`src/rtl/dct_pkg.sv`:
```
// Shared constants for the 8-point DCT/IDCT family: sample widths and the
// Q14 cosine coefficients Ci = round(2^14 * 0.5 * cos(i*pi/16)).
package dct_pkg;

    localparam int IN_W      = 8;
    localparam int OUT_W     = 29;
    localparam int COEF_FRAC = 14;

    localparam int C1 = 8035;
    localparam int C2 = 7568;
    localparam int C3 = 6811;
    // C4 doubles as the DC scale, since 0.5*cos(pi/4) == 0.5/sqrt(2)
    localparam int C4 = 5793;
    localparam int C5 = 4551;
    localparam int C6 = 3135;
    localparam int C7 = 1598;

endpackage

```
`src/rtl/dct_butterfly8.sv`:
```
// Combinational input butterfly of the 8-point DCT: mirrored sums/differences
// plus the even-half sums feeding X0/X2/X4/X6.
module dct_butterfly8 #(
    parameter int IN_W = 8
) (
    input  logic signed [IN_W-1:0] x0,
    input  logic signed [IN_W-1:0] x1,
    input  logic signed [IN_W-1:0] x2,
    input  logic signed [IN_W-1:0] x3,
    input  logic signed [IN_W-1:0] x4,
    input  logic signed [IN_W-1:0] x5,
    input  logic signed [IN_W-1:0] x6,
    input  logic signed [IN_W-1:0] x7,
    output logic signed [IN_W:0]   d0,
    output logic signed [IN_W:0]   d1,
    output logic signed [IN_W:0]   d2,
    output logic signed [IN_W:0]   d3,
    output logic signed [IN_W+1:0] e0,
    output logic signed [IN_W+1:0] e1,
    output logic signed [IN_W+1:0] e2,
    output logic signed [IN_W+1:0] e3
);

    localparam int SW = IN_W + 1;
    localparam int EW = IN_W + 2;

    logic signed [SW-1:0] s0, s1, s2, s3;

    assign s0 = SW'(x0) + SW'(x7);
    assign s1 = SW'(x1) + SW'(x6);
    assign s2 = SW'(x2) + SW'(x5);
    assign s3 = SW'(x3) + SW'(x4);

    assign d0 = SW'(x0) - SW'(x7);
    assign d1 = SW'(x1) - SW'(x6);
    assign d2 = SW'(x2) - SW'(x5);
    assign d3 = SW'(x3) - SW'(x4);

    assign e0 = EW'(s0) + EW'(s3);
    assign e1 = EW'(s1) + EW'(s2);
    assign e2 = EW'(s0) - EW'(s3);
    assign e3 = EW'(s1) - EW'(s2);

endmodule

```
`src/rtl/dct_1d_8pt.sv`:
```
// Fully pipelined 8-point 1-D DCT-II, exact integer result scaled by 2^14.
// Four register stages: input, butterfly, constant products, product sums.
module dct_1d_8pt #(
    parameter int IN_W      = dct_pkg::IN_W,
    parameter int OUT_W     = dct_pkg::OUT_W,
    parameter int COEF_FRAC = dct_pkg::COEF_FRAC
) (
    input  logic                    clk,
    input  logic                    rst_n,
    input  logic signed [IN_W-1:0]  x0,
    input  logic signed [IN_W-1:0]  x1,
    input  logic signed [IN_W-1:0]  x2,
    input  logic signed [IN_W-1:0]  x3,
    input  logic signed [IN_W-1:0]  x4,
    input  logic signed [IN_W-1:0]  x5,
    input  logic signed [IN_W-1:0]  x6,
    input  logic signed [IN_W-1:0]  x7,
    output logic                    r_valid,
    output logic signed [OUT_W-1:0] X0,
    output logic signed [OUT_W-1:0] X1,
    output logic signed [OUT_W-1:0] X2,
    output logic signed [OUT_W-1:0] X3,
    output logic signed [OUT_W-1:0] X4,
    output logic signed [OUT_W-1:0] X5,
    output logic signed [OUT_W-1:0] X6,
    output logic signed [OUT_W-1:0] X7
);

    // Q(COEF_FRAC) constants need COEF_FRAC+1 magnitude bits plus sign.
    localparam int KW = COEF_FRAC + 2;

    function automatic logic signed [OUT_W-1:0] coef(input int c);
        logic signed [KW-1:0] k;
        k    = KW'(c);
        coef = OUT_W'(k);
    endfunction

    localparam logic signed [OUT_W-1:0] K1 = coef(dct_pkg::C1);
    localparam logic signed [OUT_W-1:0] K2 = coef(dct_pkg::C2);
    localparam logic signed [OUT_W-1:0] K3 = coef(dct_pkg::C3);
    localparam logic signed [OUT_W-1:0] K4 = coef(dct_pkg::C4);
    localparam logic signed [OUT_W-1:0] K5 = coef(dct_pkg::C5);
    localparam logic signed [OUT_W-1:0] K6 = coef(dct_pkg::C6);
    localparam logic signed [OUT_W-1:0] K7 = coef(dct_pkg::C7);

    logic signed [IN_W-1:0]  x_p0 [8];
    logic                    vld_p0;
    logic signed [IN_W:0]    bd   [4];
    logic signed [IN_W+1:0]  be   [4];
    logic signed [IN_W:0]    d_p1 [4];
    logic signed [IN_W+1:0]  e_p1 [4];
    logic                    vld_p1;
    logic signed [OUT_W-1:0] dw   [4];
    logic signed [OUT_W-1:0] e2w, e3w, sumw, difw;
    logic signed [OUT_W-1:0] p0_p2, p4_p2;
    logic signed [OUT_W-1:0] p2_p2 [2];
    logic signed [OUT_W-1:0] p6_p2 [2];
    logic signed [OUT_W-1:0] p1_p2 [4];
    logic signed [OUT_W-1:0] p3_p2 [4];
    logic signed [OUT_W-1:0] p5_p2 [4];
    logic signed [OUT_W-1:0] p7_p2 [4];
    logic                    vld_p2;

    // ---- stage 1: input register ----
    always_ff @(posedge clk) begin
        if (!rst_n) begin
            for (int i = 0; i < 8; i++) x_p0[i] <= '0;
            vld_p0 <= 1'b0;
        end else begin
            x_p0[0] <= x0;
            x_p0[1] <= x1;
            x_p0[2] <= x2;
            x_p0[3] <= x3;
            x_p0[4] <= x4;
            x_p0[5] <= x5;
            x_p0[6] <= x6;
            x_p0[7] <= x7;
            vld_p0  <= 1'b1;
        end
    end

    dct_butterfly8 #(
        .IN_W(IN_W)
    ) u_butterfly (
        .x0(x_p0[0]), .x1(x_p0[1]), .x2(x_p0[2]), .x3(x_p0[3]),
        .x4(x_p0[4]), .x5(x_p0[5]), .x6(x_p0[6]), .x7(x_p0[7]),
        .d0(bd[0]),   .d1(bd[1]),   .d2(bd[2]),   .d3(bd[3]),
        .e0(be[0]),   .e1(be[1]),   .e2(be[2]),   .e3(be[3])
    );

    // ---- stage 2: butterfly register ----
    always_ff @(posedge clk) begin
        if (!rst_n) begin
            for (int i = 0; i < 4; i++) begin
                d_p1[i] <= '0;
                e_p1[i] <= '0;
            end
            vld_p1 <= 1'b0;
        end else begin
            d_p1   <= bd;
            e_p1   <= be;
            vld_p1 <= vld_p0;
        end
    end

    always_comb begin
        for (int i = 0; i < 4; i++) dw[i] = OUT_W'(d_p1[i]);
        e2w  = OUT_W'(e_p1[2]);
        e3w  = OUT_W'(e_p1[3]);
        sumw = OUT_W'(e_p1[0]) + OUT_W'(e_p1[1]);
        difw = OUT_W'(e_p1[0]) - OUT_W'(e_p1[1]);
    end

    // ---- stage 3: constant products (signs applied in stage 4) ----
    always_ff @(posedge clk) begin
        if (!rst_n) begin
            p0_p2 <= '0;
            p4_p2 <= '0;
            for (int i = 0; i < 2; i++) begin
                p2_p2[i] <= '0;
                p6_p2[i] <= '0;
            end
            for (int i = 0; i < 4; i++) begin
                p1_p2[i] <= '0;
                p3_p2[i] <= '0;
                p5_p2[i] <= '0;
                p7_p2[i] <= '0;
            end
            vld_p2 <= 1'b0;
        end else begin
            p0_p2    <= K4 * sumw;
            p4_p2    <= K4 * difw;
            p2_p2[0] <= K2 * e2w;
            p2_p2[1] <= K6 * e3w;
            p6_p2[0] <= K6 * e2w;
            p6_p2[1] <= K2 * e3w;
            p1_p2[0] <= K1 * dw[0];
            p1_p2[1] <= K3 * dw[1];
            p1_p2[2] <= K5 * dw[2];
            p1_p2[3] <= K7 * dw[3];
            p3_p2[0] <= K3 * dw[0];
            p3_p2[1] <= K7 * dw[1];
            p3_p2[2] <= K1 * dw[2];
            p3_p2[3] <= K5 * dw[3];
            p5_p2[0] <= K5 * dw[0];
            p5_p2[1] <= K1 * dw[1];
            p5_p2[2] <= K7 * dw[2];
            p5_p2[3] <= K3 * dw[3];
            p7_p2[0] <= K7 * dw[0];
            p7_p2[1] <= K5 * dw[1];
            p7_p2[2] <= K3 * dw[2];
            p7_p2[3] <= K1 * dw[3];
            vld_p2   <= vld_p1;
        end
    end

    // ---- stage 4: signed sums into the output registers ----
    always_ff @(posedge clk) begin
        if (!rst_n) begin
            X0      <= '0;
            X1      <= '0;
            X2      <= '0;
            X3      <= '0;
            X4      <= '0;
            X5      <= '0;
            X6      <= '0;
            X7      <= '0;
            r_valid <= 1'b0;
        end else begin
            X0      <= p0_p2;
            X4      <= p4_p2;
            X2      <= p2_p2[0] + p2_p2[1];
            X6      <= p6_p2[0] - p6_p2[1];
            X1      <= p1_p2[0] + p1_p2[1] + p1_p2[2] + p1_p2[3];
            X3      <= p3_p2[0] - p3_p2[1] - p3_p2[2] - p3_p2[3];
            X5      <= p5_p2[0] - p5_p2[1] + p5_p2[2] + p5_p2[3];
            X7      <= p7_p2[0] - p7_p2[1] + p7_p2[2] - p7_p2[3];
            r_valid <= vld_p2;
        end
    end

endmodule

```
`config.mk`:
```
export PLATFORM = sky130hd
export DESIGN_NAME = dct_1d_8pt
export DESIGN_NICKNAME = d
export VERILOG_FILES = /design/src/rtl/dct_pkg.sv /design/src/rtl/dct_butterfly8.sv /design/src/rtl/dct_1d_8pt.sv
export SDC_FILE = /design/constraint.sdc
export NUM_CORES = 2
export LEC_CHECK = 0
export BUFFER_PORTS_ARGS = -buffer_cell sky130_fd_sc_hd__buf_2
export CORE_MARGIN = 10
export CORE_UTILIZATION = 50
export DETAILED_ROUTE_END_ITERATION = 16
export PLACE_DENSITY = 0.66
export SLEW_MARGIN = 20
export SYNTH_ARGS = -nofsm -noshare
export SYNTH_HDL_FRONTEND = slang
export SYNTH_SLANG_ARGS = --single-unit
export TNS_END_PERCENT = 50
```
`constraint.sdc`:
```
create_clock -name clk -period 7.6 [get_ports clk]
set_input_delay 1.14 -clock clk [delete_from_list [all_inputs] [get_ports clk]]
set_output_delay 1.14 -clock clk [all_outputs]
set_load 0.02 [all_outputs]
```
==> results summary <==
The total I/O pin count came out at 299. The final critical-path required period is 6.924 ns. The layout overhead on the synthesized area is 9.386%.

Once the clock tree was built, the setup fixing pass inserted 0 buffers. In the synthesized netlist the dominant register cell turns out to be sky130_fd_sc_hd__dfxtp_1. The count of H-tree levels built during CTS is 3.

The core region area is 154000 µm². The number of library cell types mapped by synthesis is 77. The top achievable clock speed came out at roughly 140 MHz. In this run, CTS created clock tree buffers numbering 94. The post-cts sizing count is 0. For flop-to-flop paths, the worst setup slack is 0.68 ns. The routability congestion estimate from global placement is around 0.96.

In this run the critical register-to-register path is captured at p0_p2[22]$_SDFF_PN0_. Setup violations remaining at the end of the flow were counted as 0. Among all stages on the critical path, the largest delay is contributed by sky130_fd_sc_hd__dfxtp_1.

The endpoint required time on the critical path is between 8 and 9 ns. The iteration-0 DRC count of the detailed router came out at 3269. The number of remaining DRC errors came out at 0. The number of flops mapped to enable cells by yosys is 0. The CTS clock-pin slew for the worst setup and hold paths is 0.06 ns. The critical path start-end classification is flop to flop. The total of hold buffers inserted after clock tree synthesis came out at 0. For the final routed database, the setup TNS stands at 0 ns. The sum of buffers and inverters on the critical path came out at 2. Entering global routing, the biggest net connects 202 pins. On the worst path, the slowest cell contributes a delay of 0.60 ns. Of the post-synthesis cell area, the part taken by muxes is 0.4518%. Counting instances, the worst hold path has a depth of 1. Setup repair after global routing left no endpoint under its margin. Wires add up to 219800 µm.

The tree is rooted in a sky130_fd_sc_hd__clkbuf_16. In this run the most critical hold path is launched from p4_p2[2]$_SDFF_PN0_. The floorplan step defined a die boundary enclosing 171200 µm².

After synthesis the netlist holds a flip-flop and latch count of 822. The initial utilization of the core area, before any placement, comes to about half. The largest fanout on the critical path came out at 14. The cell count after synthesis came out at 8044.

Headroom to the max-slew limit came out at 15.60%. Synthesis produced a netlist with a net count of approximately 10000. The worst setup path is launched from a flop. The path type of the worst min-delay path is flop to flop.

The longest clock path from root to sink contains 3 buffers. The worst setup path is captured at a flop. The detailed placement HPWL came out at approximately 180000 µm.

The transition time at the pin with the least slew margin came out at approximately 1.3 ns. The post-detailed-route count of antenna-violating nets is 0. The fraction of registers with async set or reset after synthesis came out at 0%.

After the last flow step, the layout net total stands at 10785. The Yosys step of the flow raised 0 warnings. The synthesized netlist devotes 11.03% of its cell area to simple gates. The per-instance average area after synthesis is 9.640 µm².

The fraction of final layout cells with drive strength greater than 1 came out at 6.715%. The worst setup skew after layout is between 0.03 and 0.04 ns. The via count of the first global-routing pass is 58276. The flow ran to the end, and the final reports show no timing, DRC or antenna violations. The sink count of the clock tree came out at about 820. The global-route usage over all layers came out at 25.62%. TritonCTS built the clock tree. The total count of max-transition violations in the final report is 0.

The floorplan has approximately 140 rows. Of the total synthesized cell area, the portion taken by full adders, half adders and majority gates is 45.50%. The post-synthesis xor/xnor area fraction came out at 4.450%. The first global-routing pass estimated roughly 340000 µm of wire.

On the critical path the largest part of the delay comes from adder cells. Cells fill 55.06% of the core in the end. The combinational family with the most area after synthesis is adder cells. The routed layout has 56239 vias. The number of max-capacitance violations reported came out at 0. The initial antenna violation count was 12. The worst-case hold slack is 0.4299 ns.

The final hold violation count is 0. The number of cells on the worst reg-to-reg path is 26. The overflow left after global routing came out at 0.

The final critical path takes up 91.11% of the cycle. The cell total after placement came out at 10312. Clock latency on the worst-skew pair, taken at its later pin, is 0.74 ns. The width of the die came out at roughly 410 µm. The startpoint identified for the worst register-to-register timing path is e_p1[20]$_SDFF_PN0_. The most numerous cell type found on the critical path is sky130_fd_sc_hd__ha_1. The vertical die dimension came out at 413.8 µm. Summing the sequential cell areas from Yosys gives 21.22% of the chip area. The non-filler instance count after layout came out at 10494.

The cell area after synthesis came out at 77540 µm². Using the TritonRoute via totals, the vias-per-cell ratio works out to 5.359. The data arrival time of the critical path came out at 7.50 ns. The first-pass detailed-route iteration total came out at 6. In this run the worst setup path begins at e_p1[20]$_SDFF_PN0_.

During placement, the flow inserted port buffers numbering 298. In the final routed layout, each cell accounts on average for 20.95 µm. The worst hold path terminates at X4[2]$_SDFF_PN0_. The fraction of the mapped netlist area in compound gates is 10.13%. After filler insertion, the fill cell instance count of the layout stands at around 14000.
-- worst max path at each step --
stage                                      end  cells after the start
after floorplan           p4_p2[23]$_SDFF_PN0_                     29
after global placement    p0_p2[22]$_SDFF_PN0_                     26
after detailed placement  p4_p2[23]$_SDFF_PN0_                     26
after CTS                 p0_p2[22]$_SDFF_PN0_                     26
after global routing      p0_p2[22]$_SDFF_PN0_                     26
final                     p0_p2[22]$_SDFF_PN0_                     26
-- routing by layer --
layer | track usage (%) | vias to the layer above | share of wire (%)
met5 | 0 | - | 0
met4 | 11.84 | 0 | 5.4
met3 | 3.936 | 336 | 5.2
met2 | 43.57 | 1344 | 48
met1 | 31.84 | 27369 | 42
li1 | - | 27190 | -
-- cells by family (layout without fill, tap and decap cells) --
family          Yosys count  in the layout
compound gates         1218           1218
xor+xnor                394            394
fa+ha+maj              2355           2355
buf+inv                1481           1881
flops                   822            822
mux                      35             35
other cells               0              6
simple gates           1739           1739
-- final cells by class --
class | count | area (µm²) | area share (%)
repair buffers | 339 | 1847 | 2.177
inverters | 1366 | 5135 | 6.054
diodes | 6 | 15.01 | 0.01770
clock inverters | 58 | 752.0 | 0.8865
flip-flops and latches | 822 | 16460 | 19.40
multi-input cells | 5741 | 55490 | 65.43
clock buffers | 118 | 2565 | 3.024
well taps | 2044 | 2557 | 3.015
-- worst register-to-register path, cell delays in order, from the launching register on --
cell                        delay, ns
sky130_fd_sc_hd__dfxtp_1         0.60
sky130_fd_sc_hd__ha_1            0.37
sky130_fd_sc_hd__fa_1            0.40
sky130_fd_sc_hd__nand2b_1        0.10
sky130_fd_sc_hd__a21oi_1         0.09
sky130_fd_sc_hd__o21ai_0         0.29
sky130_fd_sc_hd__a31oi_1         0.18
sky130_fd_sc_hd__a2111oi_0       0.44
sky130_fd_sc_hd__a21o_1          0.38
sky130_fd_sc_hd__ha_1            0.34
sky130_fd_sc_hd__xor2_1          0.17
sky130_fd_sc_hd__ha_1            0.19
sky130_fd_sc_hd__a21o_1          0.17
sky130_fd_sc_hd__fa_1            0.50
sky130_fd_sc_hd__inv_1           0.05
sky130_fd_sc_hd__fa_1            0.48
sky130_fd_sc_hd__inv_1           0.04
sky130_fd_sc_hd__ha_1            0.17
sky130_fd_sc_hd__ha_1            0.36
sky130_fd_sc_hd__a21o_1          0.20
sky130_fd_sc_hd__a21o_1          0.17
sky130_fd_sc_hd__a21oi_1         0.14
sky130_fd_sc_hd__nor2b_1         0.16
sky130_fd_sc_hd__a21boi_0        0.30
sky130_fd_sc_hd__o21ai_0         0.22
sky130_fd_sc_hd__xnor2_1         0.20
sky130_fd_sc_hd__nor2_1          0.05
-- through the flow --
step / cell area (µm²) / setup slack, ns
after detailed placement: 81490 / 0.6822
final: 84820 / 0.6759
after floorplan: 77540 / 1.105
after global placement: 81490 / 0.7096
after CTS: 84810 / 0.6012
after global routing: 84810 / 0.1859
-- cell usage in the layout (no fill, tap or decap), types with 13 or more instances in the layout --
cell                            n
sky130_fd_sc_hd__a41oi_1       14
sky130_fd_sc_hd__dfxtp_1      822
sky130_fd_sc_hd__a211oi_1      64
sky130_fd_sc_hd__or2_2         35
sky130_fd_sc_hd__nor3b_1       21
sky130_fd_sc_hd__nor2b_1       81
sky130_fd_sc_hd__nand2_1      227
sky130_fd_sc_hd__buf_4         38
sky130_fd_sc_hd__clkinvlp_4    13
sky130_fd_sc_hd__xnor2_1      222
sky130_fd_sc_hd__a21oi_1      355
sky130_fd_sc_hd__nand3_1       76
sky130_fd_sc_hd__ha_1        1580
sky130_fd_sc_hd__mux2i_1       35
sky130_fd_sc_hd__clkbuf_1      14
sky130_fd_sc_hd__xor2_1       172
sky130_fd_sc_hd__buf_2        297
sky130_fd_sc_hd__inv_1       1365
sky130_fd_sc_hd__o21ai_0      236
sky130_fd_sc_hd__or3_1         29
sky130_fd_sc_hd__nand2b_1      80
sky130_fd_sc_hd__nor3_1       147
sky130_fd_sc_hd__o31ai_1       21
sky130_fd_sc_hd__o21bai_1      74
sky130_fd_sc_hd__fa_1         775
sky130_fd_sc_hd__clkbuf_16     96
sky130_fd_sc_hd__a21o_1       136
sky130_fd_sc_hd__o21a_1        67
sky130_fd_sc_hd__a31oi_1       50
sky130_fd_sc_hd__o211ai_1      33
sky130_fd_sc_hd__a2111oi_0     17
sky130_fd_sc_hd__a21boi_0      13
sky130_fd_sc_hd__nand4_1       34
sky130_fd_sc_hd__nor2_1       629
sky130_fd_sc_hd__and2_1       291
sky130_fd_sc_hd__and3_1        43
sky130_fd_sc_hd__nor4_1        13
-- registers in the layout, indices dropped and copies added, names as in the netlist, 24 cells and up --
signal	cells
X0	25
X1	29
X2	29
X3	29
X4	24
X5	29
X6	29
X7	29
d_p1	36
p0_p2	25
p1_p2	79
p2_p2	41
p3_p2	83
p4_p2	24
p5_p2	79
p6_p2	43
p7_p2	83
x_p0	64
-- synthesized netlist by cell type (33+ instances only) --
| master | n | area share [%] |
|---|---|---|
| sky130_fd_sc_hd__ha_1 | 1580 | 25 |
| sky130_fd_sc_hd__inv_1 | 1366 | 6.6 |
| sky130_fd_sc_hd__dfxtp_1 | 822 | 21 |
| sky130_fd_sc_hd__fa_1 | 775 | 20 |
| sky130_fd_sc_hd__nor2_1 | 629 | 3.0 |
| sky130_fd_sc_hd__a21oi_1 | 355 | 2.3 |
| sky130_fd_sc_hd__and2_1 | 291 | 2.3 |
| sky130_fd_sc_hd__o21ai_0 | 236 | 1.5 |
| sky130_fd_sc_hd__nand2_1 | 227 | 1.1 |
| sky130_fd_sc_hd__xnor2_1 | 222 | 2.5 |
| sky130_fd_sc_hd__xor2_1 | 172 | 1.9 |
| sky130_fd_sc_hd__nor3_1 | 147 | 0.95 |
| sky130_fd_sc_hd__a21o_1 | 136 | 1.3 |
| sky130_fd_sc_hd__clkbuf_1 | 100 | 0.48 |
| sky130_fd_sc_hd__nor2b_1 | 81 | 0.65 |
| sky130_fd_sc_hd__nand2b_1 | 80 | 0.65 |
| sky130_fd_sc_hd__nand3_1 | 76 | 0.49 |
| sky130_fd_sc_hd__o21bai_1 | 74 | 0.72 |
| sky130_fd_sc_hd__o21a_1 | 67 | 0.65 |
| sky130_fd_sc_hd__a211oi_1 | 64 | 0.62 |
| sky130_fd_sc_hd__a31oi_1 | 50 | 0.40 |
| sky130_fd_sc_hd__and3_1 | 43 | 0.35 |
| sky130_fd_sc_hd__mux2i_1 | 35 | 0.45 |
| sky130_fd_sc_hd__or2_2 | 35 | 0.28 |
| sky130_fd_sc_hd__nand4_1 | 34 | 0.27 |
| sky130_fd_sc_hd__o211ai_1 | 33 | 0.32 |
Power is not shown: default switching activity piles up to over one toggle a cycle in this logic, so the estimate is an artifact.
